**src/rtl/dec_entry_ctrl_pkg.sv**
```systemverilog
// Shared types and key-code constants for the decimal keypad entry controller.
package dec_entry_pkg;

    typedef enum logic [1:0] {
        IDLE  = 2'd0,
        ENTRY = 2'd1,
        HOLD  = 2'd2
    } state_t;

    localparam logic [4:0]  KEY_BKSP   = 5'h10;
    localparam logic [4:0]  KEY_CLR    = 5'h11;
    localparam logic [4:0]  KEY_ENT    = 5'h12;
    localparam int unsigned MAX_DIGITS = 3;

endpackage

```
**src/rtl/dec_entry_ctrl_if.sv**
```systemverilog
// Keypad strobe input and valid/ready result port of the decimal entry controller.
interface dec_entry_ctrl_if #(
    parameter int unsigned KEY_W = 5
);
    logic             key_valid;
    logic [KEY_W-1:0] key_code;
    logic             val_valid;
    logic             val_ready;
    logic [9:0]       val_data;

    modport master (
        output key_valid, key_code, val_ready,
        input  val_valid, val_data
    );

    modport slave (
        input  key_valid, key_code, val_ready,
        output val_valid, val_data
    );
endinterface

```
**src/rtl/dec_entry_ctrl_bcd3_to_bin.sv**
```systemverilog
// Combinational three-digit BCD to binary conversion: h*100 + t*10 + o.
module bcd3_to_bin (
    input  logic [3:0] i_hund,
    input  logic [3:0] i_ten,
    input  logic [3:0] i_one,
    output logic [9:0] o_bin
);
    // 100 = 64+32+4, 10 = 8+2
    always_comb begin
        o_bin = {i_hund, 6'b0}
              + {1'b0, i_hund, 5'b0}
              + {4'b0, i_hund, 2'b0}
              + {3'b0, i_ten, 3'b0}
              + {5'b0, i_ten, 1'b0}
              + {6'b0, i_one};
    end
endmodule

```
**src/rtl/dec_entry_ctrl.sv**
```systemverilog
// Decimal keypad entry sequencer: up to three BCD digits, converted to binary on enter.
// Optional idle auto-clear in ENTRY is enabled by defining DEC_ENTRY_TIMEOUT_EN.
module dec_entry_ctrl
    import dec_entry_pkg::*;
#(
    parameter int unsigned TIMEOUT_CYCLES = 50_000_000,
    parameter int unsigned KEY_W          = 5
) (
    input  logic       clk,
    input  logic       rst_n,
    dec_entry_ctrl_if.slave bus,
    output logic [3:0] d_hund,
    output logic [3:0] d_ten,
    output logic [3:0] d_one,
    output logic [1:0] digit_cnt,
    output logic       err
`ifdef DEC_ENTRY_TIMEOUT_EN
    ,
    output logic       timeout
`endif
);
    state_t     r_state, w_nxt_state;
    logic [3:0] r_hund, r_ten, r_one;
    logic [3:0] w_nxt_hund, w_nxt_ten, w_nxt_one;
    logic [1:0] r_cnt, w_nxt_cnt;
    logic [9:0] r_val_data, w_nxt_data, w_bin;
    logic       r_err, w_nxt_err;
    logic       w_clear, w_is_digit;
`ifdef DEC_ENTRY_TIMEOUT_EN
    logic [31:0] r_idle_cnt, w_nxt_idle;
    logic        r_timeout, w_nxt_timeout;
`endif

    bcd3_to_bin u_conv (
        .i_hund (r_hund),
        .i_ten  (r_ten),
        .i_one  (r_one),
        .o_bin  (w_bin)
    );

    assign w_is_digit = (bus.key_code < KEY_W'(10));

    always_comb begin
        w_nxt_state = r_state;
        w_nxt_hund  = r_hund;
        w_nxt_ten   = r_ten;
        w_nxt_one   = r_one;
        w_nxt_cnt   = r_cnt;
        w_nxt_data  = r_val_data;
        w_nxt_err   = 1'b0;
        w_clear     = 1'b0;
`ifdef DEC_ENTRY_TIMEOUT_EN
        w_nxt_timeout = 1'b0;
        w_nxt_idle    = '0;
        if (!bus.key_valid && r_state == ENTRY && r_idle_cnt != TIMEOUT_CYCLES - 1)
            w_nxt_idle = r_idle_cnt + 32'd1;
`endif
        case (r_state)
            HOLD: begin
                // A handshake coinciding with a non-clear key still completes; the key is rejected.
                if (bus.key_valid && bus.key_code == KEY_W'(KEY_CLR)) begin
                    w_clear = 1'b1;
                end else begin
                    w_nxt_err = bus.key_valid;
                    if (bus.val_ready)
                        w_clear = 1'b1;
                end
            end
            default: begin
                if (bus.key_valid) begin
                    if (w_is_digit) begin
                        if (r_cnt < 2'(MAX_DIGITS)) begin
                            w_nxt_hund  = r_ten;
                            w_nxt_ten   = r_one;
                            w_nxt_one   = bus.key_code[3:0];
                            w_nxt_cnt   = r_cnt + 2'd1;
                            w_nxt_state = ENTRY;
                        end else begin
                            w_nxt_err = 1'b1;
                        end
                    end else if (bus.key_code == KEY_W'(KEY_BKSP)) begin
                        if (r_cnt != 2'd0) begin
                            w_nxt_one   = r_ten;
                            w_nxt_ten   = r_hund;
                            w_nxt_hund  = '0;
                            w_nxt_cnt   = r_cnt - 2'd1;
                            w_nxt_state = (r_cnt == 2'd1) ? IDLE : ENTRY;
                        end
                    end else if (bus.key_code == KEY_W'(KEY_CLR)) begin
                        w_clear = 1'b1;
                    end else if (bus.key_code == KEY_W'(KEY_ENT)) begin
                        if (r_cnt == 2'd0) begin
                            w_nxt_err = 1'b1;
                        end else begin
                            w_nxt_data  = w_bin;
                            w_nxt_state = HOLD;
                        end
                    end else begin
                        w_nxt_err = 1'b1;
                    end
                end
`ifdef DEC_ENTRY_TIMEOUT_EN
                else if (r_state == ENTRY && r_idle_cnt == TIMEOUT_CYCLES - 1) begin
                    w_clear       = 1'b1;
                    w_nxt_timeout = 1'b1;
                end
`endif
            end
        endcase
        if (w_clear) begin
            w_nxt_hund  = '0;
            w_nxt_ten   = '0;
            w_nxt_one   = '0;
            w_nxt_cnt   = '0;
            w_nxt_state = IDLE;
        end
    end

    always_ff @(posedge clk or negedge rst_n) begin
        if (!rst_n) begin
            r_state    <= IDLE;
            r_hund     <= '0;
            r_ten      <= '0;
            r_one      <= '0;
            r_cnt      <= '0;
            r_val_data <= '0;
            r_err      <= 1'b0;
        end else begin
            r_state    <= w_nxt_state;
            r_hund     <= w_nxt_hund;
            r_ten      <= w_nxt_ten;
            r_one      <= w_nxt_one;
            r_cnt      <= w_nxt_cnt;
            r_val_data <= w_nxt_data;
            r_err      <= w_nxt_err;
        end
    end

`ifdef DEC_ENTRY_TIMEOUT_EN
    always_ff @(posedge clk or negedge rst_n) begin
        if (!rst_n) begin
            r_idle_cnt <= '0;
            r_timeout  <= 1'b0;
        end else begin
            r_idle_cnt <= w_nxt_idle;
            r_timeout  <= w_nxt_timeout;
        end
    end

    assign timeout = r_timeout;
`endif

    assign bus.val_valid = (r_state == HOLD);
    assign bus.val_data  = r_val_data;
    assign d_hund        = r_hund;
    assign d_ten         = r_ten;
    assign d_one         = r_one;
    assign digit_cnt     = r_cnt;
    assign err           = r_err;
endmodule

```
**src/flat_wrapper.sv**
```systemverilog
// flat-port wrapper written by rule: the top's interface ports become plain ports
module dec_entry_ctrl_flat import dec_entry_pkg::*;
#(
    parameter int unsigned TIMEOUT_CYCLES = 50_000_000,
    parameter int unsigned KEY_W          = 5
)
  (clk, rst_n, d_hund, d_ten, d_one, digit_cnt, err, bus_key_valid, bus_key_code, bus_val_ready, bus_val_valid, bus_val_data);
  dec_entry_ctrl_if #(.KEY_W(KEY_W)) bus_i ();
  input  logic clk;
  input  logic rst_n;
  output logic [3:0] d_hund;
  output logic [3:0] d_ten;
  output logic [3:0] d_one;
  output logic [1:0] digit_cnt;
  output logic err;
  input wire logic [$bits(bus_i.key_valid)-1:0] bus_key_valid;
  input wire logic [$bits(bus_i.key_code)-1:0] bus_key_code;
  input wire logic [$bits(bus_i.val_ready)-1:0] bus_val_ready;
  output wire logic [$bits(bus_i.val_valid)-1:0] bus_val_valid;
  output wire logic [$bits(bus_i.val_data)-1:0] bus_val_data;
  assign bus_i.key_valid = bus_key_valid;
  assign bus_i.key_code = bus_key_code;
  assign bus_i.val_ready = bus_val_ready;
  assign bus_val_valid = bus_i.val_valid;
  assign bus_val_data = bus_i.val_data;
  dec_entry_ctrl #(.TIMEOUT_CYCLES(TIMEOUT_CYCLES), .KEY_W(KEY_W)) u_core (.clk(clk), .rst_n(rst_n), .bus(bus_i), .d_hund(d_hund), .d_ten(d_ten), .d_one(d_one), .digit_cnt(digit_cnt), .err(err));
endmodule
```
**config.mk**
```make
export PLATFORM = sky130hd
export DESIGN_NAME = dec_entry_ctrl_flat
export DESIGN_NICKNAME = d
export VERILOG_FILES = /design/src/rtl/dec_entry_ctrl_pkg.sv /design/src/rtl/dec_entry_ctrl_if.sv /design/src/rtl/dec_entry_ctrl_bcd3_to_bin.sv /design/src/rtl/dec_entry_ctrl.sv /design/src/flat_wrapper.sv
export SDC_FILE = /design/constraint.sdc
export NUM_CORES = 1
export LEC_CHECK = 0
export CORE_ASPECT_RATIO = 1.75
export CORE_MARGIN = 3
export CORE_UTILIZATION = 37
export DETAILED_ROUTE_END_ITERATION = 12
export GPL_TIMING_DRIVEN = 0
export PLACE_DENSITY = 0.59
export SYNTH_ARGS = -nofsm -noshare
export SYNTH_HDL_FRONTEND = slang
export SYNTH_HIERARCHICAL = 1
export SYNTH_SLANG_ARGS = --single-unit
```
**constraint.sdc**
```tcl
create_clock -name clk -period 2.9 [get_ports clk]
set_input_delay 0.29 -clock clk [delete_from_list [all_inputs] [get_ports clk]]
set_output_delay 0.29 -clock clk [all_outputs]
set_load 0.05 [all_outputs]
```
==> flow_summary.yaml <==
global_route:
  track_usage: 0.143
  grt_pass1_vias: 1509
  gr-total-overflow: 0
  grt_max_degree: 28
  antenna_found_initial: 0
  grt_pass1_wl_um: 7040
synth:
  synth-seq-cells: 27
  yosys.area_share.simple: 0.125
  synthFlopType: "dfrtp_1"
  synth_edf_count: 0
  synthDistinctLibCells: 44
  synth.mux.area_fraction: 0.169
  syn_area_um2: 2020
  async_reset_ff_frac: 1.00
  syn-num-nets: 217
  syn_area_per_cell_um2: 11.0
  synth_compound_area_frac: 0.0955
  synth-xor-area-share: 0.0254
  yosysWarningCount: 6
  synth_top_family_by_area: "adder cells"
  yosysSeqAreaShare: 0.335
  synth_fa_ha_area_frac: 0.181
  synthCells: 183
clock_tree:
  clk_pin_slew_ns: 0.11
  cts_tree: "yes"
  cts_max_level: 1
  insertion_delay_ns: 0.28
  cts_root_buf: "clkbuf_8"
  clockBufferDepth: 2
  cts_buffers: 3
  clock_sinks: 27
final_layout:
  drive_above_1_share: 0.205
  area_growth_pct: 23.8
  antenna_cells: 0
  layout.nets: 259
  fin_util: 0.475
power:
  power_uw: 1800
  p_leak_uw: 0.00120
  power.share.combinational: 0.554
  swShare: 0.463
  p_sw_uw: 834
  ir_worst_vdd_v: 0.000248
  seq_power_share: 0.321
  pwr_density_cell_nw_per_um2: 721
  p_clk_frac: 0.125
  p_int_uw: 969
sta:
  setup_tns_ns: -0.0718
  setup_slack_ns: -0.0718
  rsz0062_at_grt: "yes"
  tightest_slew_ns: 0.631
  hold_viol: 0
  drv_slew: 0
  slew_headroom: 0.579
  finalCritPeriodShare: 1.02
  clock_skew_ns: 0.0137
  min_period_ns: 2.97
  setup-violations-final: 1
  fmax_ghz: 0.337
floorplan:
  start_util: 0.384
  rows: 35
  ios: 35
  core_um2: 5260
  die_x_um: 61.8
  die_y_um: 104
  dieArea_um2: 6410
routing:
  drtIter0Drc: 56
  wl_per_cell_um: 15.5
  vias: 1492
  drc: 0
  wl_um: 4320
  vias_per_cell: 5.35
  antenna_left: 0
  drtPass1Iterations: 4
min_path:
  hold_path_class: "in -> async"
critical_path:
  startpoint_type: "flip-flop"
  end_kind: "flip-flop"
  cpMostUsedCell: "inv_2"
  cp_slowest_stage_delay_ns: 0.54
  critPathArrivalTime_ns: 3.19
  cp_slowest_cell: "fa_1"
  r2r_slack_ns: -0.07
  path_cells: "inv_2 -> fa_1 -> inv_2 -> fa_1 -> ha_2 -> inv_2 -> fa_2 -> nor2b_4 -> o31a_1 -> o32ai_1 -> a311oi_1 -> mux2_4"
  cp.buffers_inverters: 3
  path_max_fanout: 3
  crit_family: "adder cells"
  critical_path_required_ns: 3.12
  critical_path_class: "reg -> reg"
status:
  status: "complete, but fails checks"
  violations: "setup timing"
place:
  hpwl_um: 3180
  io_buffers: 32
  place.gp.congestion: 0.813
  post-place-ws_ns: -0.144
run:
  drv_cap: 0
## synth_stat cells, drive strengths merged, types with 2 or more instances
library cell  count  area [µm²]
dfrtp            27         676
inv              23        86.3
nand2            21        78.8
mux2i            19         190
ha               18         225
mux2             10         150
nor2              8        53.8
fa                7         140
o21ai             7        35.0
buf               6        53.8
a21oi             3        15.0
xnor2             3        26.3
a211o             2        18.8
and3              2        12.5
and4bb            2        25.0
nand3             2        10.0
nor3              2        10.0
o21a              2        22.5
xor2              2        25.0
## routing by layer
metal,GRT usage,vias up,part of all wire
li1,-,704,-
met1,0.175,748,0.41
met2,0.241,34,0.52
met3,0.0200,6,0.034
met4,0.0592,0,0.030
met5,0,-,0
## cells in the final DEF, fill, tap and decap left out, types with 2 or more instances in the layout
cell / count
xnor2_1: 3
o21ai_0: 7
inv_1: 20
a21oi_1: 3
mux2_4: 10
nor2_1: 6
nand3_1: 2
and3_1: 2
fa_1: 6
ha_1: 17
nor3_1: 2
nand2_1: 21
dfrtp_2: 4
inv_2: 3
clkdlybuf4s50_1: 31
clkbuf_8: 3
dfrtp_1: 23
buf_4: 7
buf_6: 3
mux2i_1: 19
buf_2: 2
## registers in the layout (all words and copies together), names as in the netlist
register and count:
u_core/d_ten 4, u_core/digit_cnt 2, u_core/d_hund 4, u_core/err 1, u_core/r_state 2, u_core/d_one 4, u_core/bus.val_data 10
## path summary, 6_finish.rpt
check,startpoint,end,depth (start not counted)
max in group asynchronous,rst_n,u_core/d_ten[2]$_DFFE_PN0P_,1
min reg2reg,u_core/bus.val_data[9]$_DFFE_PN0P_,u_core/bus.val_data[9]$_DFFE_PN0P_,1
max reg2reg,u_core/d_hund[1]$_DFFE_PN0P_,u_core/bus.val_data[9]$_DFFE_PN0P_,12
min,rst_n,u_core/bus.val_data[0]$_DFFE_PN0P_,1
min in group clk,bus_key_code[1],u_core/r_state[1]$_DFFE_PN0P_,3
max,u_core/d_hund[1]$_DFFE_PN0P_,u_core/bus.val_data[9]$_DFFE_PN0P_,12
## power by group through the flow
stage          sequential [µW]  combinational, µW  clock [µW]
2_1_floorplan              869                398           0
3_3_place_gp               594                976           0
3_5_place_dp               596                984           0
4_1_cts                    579               1010         235
5_1_grt                    596               1080         249
6_report                   579                998         226
## repair_timing
| action | in CTS | in global routing |
|---|---|---|
| hold buffers | 0 | 0 |
| setup endpoints to repair | 2 | 3 |
| pin swaps | 0 | 1 |
| buffers inserted | 3 | 2 |
| resized for setup | 0 | 2 |
## cell families after synthesis
family,count (synthesis)
muxes,29
AOI/OAI and AO/OA,25
buffers and inverters,29
xor gates and xnor gates,5
DFF,27
adders and majority gates,25
and+or+nand+nor,43
## layout make-up
type	instances	area [µm²]
buffer	6	53.8
sequential	27	681
timing repair buffer	37	353
multi-input combinational	127	1210
clock inverter	1	7.51
fill	511	2760
clock buffer	3	41.3
tap	55	68.8
inverter	23	86.3
## through the flow
stage	cells	area [µm²]	hold WS, ns
2_1_floorplan	183	2030	-0.00559
3_3_place_gp	270	2420	0.495
3_5_place_dp	270	2420	0.498
4_1_cts	277	2490	0.345
5_1_grt	279	2500	0.0404
6_report	279	2500	0.00921
Power figures use the tool's default switching activity.
